==> src/rtl/pc_sequencer.sv <==
// pc_sequencer: program counter sequencer with a return-address stack.
// Sequential, jump, call, return and halt flow control. The stack is a
// circular buffer, so a call on a full stack can overwrite the oldest entry
// instead of faulting. HALT is left with go; FAULT is left only by reset.
module pc_sequencer #(
    parameter int unsigned    W         = 16,
    parameter int unsigned    RAS_DEPTH = 8,
    parameter logic [W-1:0]   RESET_PC  = '0,
    parameter bit             OVF_WRAP  = 1'b1
) (
    input  logic                         clk,
    input  logic                         reset,
    input  logic                         stall,
    input  logic [2:0]                   op,
    input  logic [1:0]                   skip,
    input  logic [W-1:0]                 target,
    input  logic                         go,
    output logic [W-1:0]                 pc,
    output logic [W-1:0]                 instr_addr1,
    output logic [W-1:0]                 instr_addr2,
    output logic                         halted,
    output logic                         fault,
    output logic [$clog2(RAS_DEPTH):0]   ras_count,
    output logic                         ras_empty,
    output logic                         ras_full,
    output logic                         ras_ovf
);

    localparam int unsigned PW = $clog2(RAS_DEPTH);
    localparam int unsigned CW = PW + 1;

    typedef enum logic [1:0] {
        ST_RUN   = 2'd0,
        ST_HALT  = 2'd1,
        ST_FAULT = 2'd2
    } state_e;

    typedef enum logic [2:0] {
        OP_SEQ  = 3'b000,
        OP_JMP  = 3'b001,
        OP_CALL = 3'b010,
        OP_RTN  = 3'b011,
        OP_HALT = 3'b100
    } op_e;

    state_e          state_q, state_d;
    logic [W-1:0]    pc_d;
    logic [CW-1:0]   count_d;
    logic            ovf_d;
    logic            push, pop;

    // sp_q points at the next free slot; the top of stack is sp_q-1.
    logic [PW-1:0]   sp_q;
    logic [W-1:0]    ras_mem [RAS_DEPTH];

    // Address after the current instruction and its immediates; both the
    // sequential successor and the return address pushed by CALL.
    logic [W-1:0]    pc_seq;
    logic [W-1:0]    ras_top;

    assign pc_seq      = pc + W'(1) + W'(skip);
    assign ras_top     = ras_mem[sp_q - PW'(1)];

    assign instr_addr1 = pc;
    assign instr_addr2 = pc + W'(1);
    assign halted      = (state_q == ST_HALT);
    assign fault       = (state_q == ST_FAULT);
    assign ras_empty   = (ras_count == '0);
    assign ras_full    = (ras_count == CW'(RAS_DEPTH));

    // Next-state, next-pc and stack control decode; stall freezes everything.
    always_comb begin
        // NOTE: every signal gets a default before any branch so no path leaves it unassigned (no latch).
        state_d = state_q;
        pc_d    = pc;
        count_d = ras_count;
        ovf_d   = ras_ovf;
        push    = 1'b0;
        pop     = 1'b0;
        if (!stall) begin
            unique case (state_q)
                ST_RUN: begin
                    case (op)
                        OP_SEQ: pc_d = pc_seq;
                        OP_JMP: pc_d = target;
                        OP_CALL: begin
                            if (ras_full) begin
                                ovf_d = 1'b1;
                                if (OVF_WRAP) begin
                                    // Writing the slot after the newest entry overwrites the oldest.
                                    push = 1'b1;
                                    pc_d = target;
                                end else begin
                                    state_d = ST_FAULT;
                                end
                            end else begin
                                push    = 1'b1;
                                pc_d    = target;
                                count_d = ras_count + CW'(1);
                            end
                        end
                        OP_RTN: begin
                            if (ras_empty) begin
                                state_d = ST_FAULT;
                            end else begin
                                pop     = 1'b1;
                                pc_d    = ras_top;
                                count_d = ras_count - CW'(1);
                            end
                        end
                        OP_HALT: state_d = ST_HALT;
                        default: state_d = ST_HALT;
                    endcase
                end
                ST_HALT: begin
                    if (go) begin
                        state_d = ST_RUN;
                        pc_d    = pc + W'(1);
                    end
                end
                ST_FAULT: begin
                    state_d = ST_FAULT;
                end
                default: state_d = ST_FAULT;
            endcase
        end
    end

    // State, pc, stack pointer and flags; reset overrides stall and op.
    always_ff @(posedge clk) begin
        if (reset) begin
            state_q   <= ST_RUN;
            pc        <= RESET_PC;
            sp_q      <= '0;
            ras_count <= '0;
            ras_ovf   <= 1'b0;
        end else begin
            state_q   <= state_d;
            pc        <= pc_d;
            ras_count <= count_d;
            ras_ovf   <= ovf_d;
            if (push) begin
                sp_q <= sp_q + PW'(1);
            end else if (pop) begin
                sp_q <= sp_q - PW'(1);
            end
        end
    end

    // Return-address storage written on push.
    // NOTE: the array is deliberately not reset; entries are only read below ras_count, so stale data is never visible.
    always_ff @(posedge clk) begin
        if (!reset && push) begin
            ras_mem[sp_q] <= pc_seq;
        end
    end

endmodule

==> config.mk <==
export PLATFORM = sky130hd
export DESIGN_NAME = pc_sequencer
export DESIGN_NICKNAME = d
export VERILOG_FILES = /design/src/rtl/pc_sequencer.sv
export SDC_FILE = /design/constraint.sdc
export NUM_CORES = 1
export LEC_CHECK = 0
export ABC_AREA = 1
export CORE_ASPECT_RATIO = 0.75
export CORE_UTILIZATION = 40
export CTS_CLUSTER_SIZE = 25
export DETAILED_ROUTE_END_ITERATION = 7
export PLACE_DENSITY_LB_ADDON = 0.3
export REMOVE_ABC_BUFFERS = 1
export SLEW_MARGIN = 20
export SYNTH_ARGS = -nofsm -noshare
export SYNTH_HDL_FRONTEND = slang
export SYNTH_SLANG_ARGS = --single-unit
export TNS_END_PERCENT = 5
==> constraint.sdc <==
create_clock -name clk -period 3.9 [get_ports clk]
set_input_delay 0.78 -clock clk [delete_from_list [all_inputs] [get_ports clk]]
set_output_delay 0.78 -clock clk [all_outputs]
set_load 0.05 [all_outputs]
# Word level (Yosys, flattened, before mapping)
# Memory sizes are Yosys's and may differ from the RTL's.
# Cells that the tools add are included.
# word_totals
ram_bits	128
output_inout_bits	57
n_memories	1
input_bits	25
wordCells	62
ff_bits	26
# classes
add_sub_neg	6
eq_ne	13
muxes	22
reduce_logical	14
bitwise	1
# memory_table
memory	words	word_bits	rd	rd_clocked_by_memory_dff	write_ports	line_no	source
ras_mem	8	16	1	0	1	54	logic [W-1:0] ras_mem [RAS_DEPTH];
# ops
cell	count
$pmux 16 s3	1
$mux 16	2
$pmux 16 s2	1
$add 16x1->16 const B	1
$add 16x2->16	1
$reduce_and 5->1	2
$mux 1	9
$mux 4	2
$ne 2x2->1 const B	4
$pmux 2 s2	2
$pmux 4 s2	1
$reduce_and 4->1	2
$eq 3x2->1 const B	2
$mux 3	2
$ne 3x3->1 const B	2
$reduce_bool 2->1	3
$add 4x1->4 const B	1
$eq 4x4->1 const B	1
$logic_not 4->1	1
$mux 2	2
$ne 4x2->1 const B	1
$sub 4x1->4 const B	1
$add 3x1->3 const B	1
$eq 3x1->1 const B	1
other kinds (10)	10

# Depth between registers and ports, before layout
# logic_depth
depth_word	7
mapped_depth	16
depth_no_buf	16

# Least setup slack after synthesis
# Ideal clock, no wire load.
# synth_timing
kind	input to register
startpoint	in op[1]
endpoint	mem ras_mem[3][0] (enable)
stages	8
setup_slack_ns	0.698
arrival_ns	2.793
cell_sequence	inv_1 nor2_1 nand2_1 nor3_1 inv_1 nor2_1 nand2_1 nor3_1
# synth_via
elab_chain_cells	7
# synth_lines
element	line_no	source
from (decl)	14	input logic [2:0] op,
$eq 3x2->1	83	case (op)
$mux 1	83	
$mux 1	81	unique case (state_q)
$mux 1	80	if (!stall) begin
$logic_and 1x1->1	153	if (!reset && push) begin
$mux 1	153	
$mux 1 (not written as such)	154	ras_mem[sp_q] <= pc_seq;
to (decl)	54	
# No other way between the ends.

# Final worst setup path
# layout_timing
startpoint	reg pc[1] (netlist: instr_addr1[1])
endpoint	out instr_addr2[14]
# layout_via
elab_chain_cells	1
# layout_lines
element	line_no	source
from (decl)	18	output logic [W-1:0] pc,
from (signal assigned)	139	pc <= pc_d;
$add 16x1->16	65	assign instr_addr2 = pc + W'(1);
to (decl)	20	output logic [W-1:0] instr_addr2,
# No other way between the ends.

==> impl_metrics.tcl <==
set metrics [dict create \
    status "completed" \
    place_congestion 0.819 \
    min_period_ns 3.64 \
    cts.sinks 154 \
    maxCapViolCount 0 \
    fp.dieH_um 122 \
    synth_largest_area_cell "edfxtp_1" \
    area_growth_pct 21.3 \
    dieWidth_um 161 \
    ys_async_sr_fraction_pct 0 \
    track_usage_pct 21.1 \
    finalCritPeriodShare_pct 93.2 \
    synth_top_area_share_pct 50.4 \
    synth_seq_cells 154 \
    nets 882 \
    post_cts_buffers 0 \
    crit_type "flop to output pin" \
    r2r_slack_ns 0.99 \
    grt_pass1_wl_um 30700 \
    root_buffer "clkbuf_16" \
    num_antenna_cells 0 \
    ioPinCount 82 \
    timing.final.ws_setup_ns 0.263 \
    wl_per_cell_um 18.4 \
    holdBufCountCts 0 \
    yosysMostFrequentCell "edfxtp_1" \
    multiInputGateArea_sq_um 2770 \
    timing.final.max_slew_violations 0 \
    holdPathStages 1 \
    initial_core_util_pct 41.1 \
    hpwl_um 13400 \
    grt_busiest_layer "met2" \
    ff_latch_area_sq_um 4370 \
    synth_common_cells "edfxtp_1 (128), nand2_1 (110), nor2_1 (91)" \
    synthFlopType "edfxtp_1" \
    synth_edf_count 128 \
    drc 0 \
    drtIter0Drc 601 \
    seq_area_frac_synth_pct 57.2 \
    synth_area_leaders "edfxtp_1 (50%), dfxtp_1 (6.8%), nand2_1 (5.4%)" \
    use_met3_pct 4.36 \
    relSlewSlack_pct 38.4 \
    ys.warnings.count 0 \
    ys_types 43 \
    worstPathRequired_ns 3.12 \
    path_clk_slew_ns 0.07 \
    hold_viol 0 \
    setup_viol 0 \
    cts_tree "built" \
    post-place-ws_ns 0.545 \
    tightest_slew_ns 0.922 \
    die_area_sq_um 19600 \
    rsz0062_at_grt "no" \
    cp-end-kind "output pin" \
    insertion_delay_ns 0.42 \
    postSynthCellCount 773 \
    fill_cells 1702 \
    drt_wl_total_um 20400 \
    total_power_mw 4.06 \
    cts_resized 0 \
    via_count 5991 \
    syn_area_sq_um 7630 \
    io_buffers 81 \
    vdd_drop_max_uv 308 \
    avgViaCountPerCell 5.41 \
    p_per_area_nw_per_um2 439 \
    grt_overflow_total 0 \
    antenna_found_initial 0 \
    use_met1_pct 30.6 \
    hold_class "flop to flop" \
    skew_ns 0.0141 \
    h-tree-depth 4 \
    fmax_mhz 275 \
    layout-drive-gt1-share_pct 12.9 \
    core_area_sq_um 18600 \
    finish.utilization_pct 49.9 \
    p_leak_nw 3.26 \
    cts_buffers 17 \
    critPathMaxFanout 8 \
    postSynthAreaPerCell_sq_um 9.87 \
    first_pass_iters 8 \
    route.antenna.remaining_nets 0 \
    core.rowCount 43 \
    rr_worst_depth 9 \
    cp-start-kind "flop" \
    arrival_ns 2.86 \
    grt_max_degree 69 \
    grt_pass1_vias 5487 \
    grt_util_met2_pct 31.5 \
    clockBufferDepth 2 \
]
-- layer usage --
layer,share of wire (%),up-vias,wire length [um]
met5,0,-,0
met4,1.4,0,293
met3,8.4,25,1720
met2,45,247,9240
met1,45,2880,9110
li1,-,2839,-
-- through the flow --
step / instances / setup TNS, ns / hold slack, ns / instance area (sq um)
finish: 1108 / 0 / 0.517 / 9260
detailed placement: 1076 / 0 / 0.488 / 8710
CTS: 1108 / 0 / 0.520 / 9260
global placement: 1076 / 0 / 0.491 / 8710
floorplan: 722 / -11.44 / 0.504 / 7340
global route: 1108 / 0 / 0.554 / 9260
-- final cells by class --
| type | count | area share [%] |
|---|---|---|
| multi-input cells | 501 | 30.0 |
| flip-flops and latches | 154 | 47.2 |
| well taps | 247 | 3.34 |
| clock inverters | 14 | 1.30 |
| repair buffers | 107 | 10.9 |
| inverters | 67 | 2.72 |
| clock buffers | 18 | 4.64 |
-- state kept, by name, indices dropped and copies added (netlist names) --
register,count
ras_count,4
sp_q,3
ras_ovf,1
instr_addr1,16
state_q,2
ras_mem,128
-- critical path, stage by stage (launching register included) --
cell and delay [ns]:
dfxtp_1 0.47, ha_1 0.32, nand3_2 0.16, nor2_4 0.26, nand4_1 0.11, nand2_1 0.23, clkdlybuf4s50_1 0.87
-- final timing paths --
kind                                   endpoint            from
worst max-delay path            instr_addr2[14]  instr_addr1[1]
worst min-delay path               ras_count[3]    ras_count[3]
worst min register to register     ras_count[3]    ras_count[3]
worst max register to register   instr_addr1[3]         sp_q[1]
-- report_power, final --
group | switching, mW | internal [mW] | total [mW]
clock | 0.663 | 0.879 | 1.54
sequential | 0.0297 | 1.82 | 1.85
combinational | 0.460 | 0.205 | 0.665
-- cells in the final DEF, fill, tap and decap left out, types with 6 or more instances in the layout --
| cell | instances |
|---|---|
| dfxtp_1 | 25 |
| edfxtp_1 | 128 |
| nand2_1 | 110 |
| buf_4 | 26 |
| inv_1 | 61 |
| o21ai_0 | 74 |
| nor2_1 | 90 |
| nand3_1 | 44 |
| a21oi_1 | 39 |
| ha_1 | 7 |
| o221ai_1 | 18 |
| clkbuf_16 | 17 |
| o211ai_1 | 14 |
| nor2_4 | 9 |
| a31oi_1 | 9 |
| nor2_2 | 7 |
| clkdlybuf4s50_1 | 81 |
| mux2i_1 | 8 |
| nand2_2 | 11 |
| nand4_1 | 6 |
| nor3_2 | 8 |
-- cell families after synthesis --
group	count (synthesis)	synth area share [%]
simple gates	305	18.8
compound gates	170	13.1
flops	154	57.2
buf+inv	118	7.07
xor+xnor	9	1.03
fa+ha+maj	9	1.67
mux	8	1.05
(Power assumes the default switching activity.)
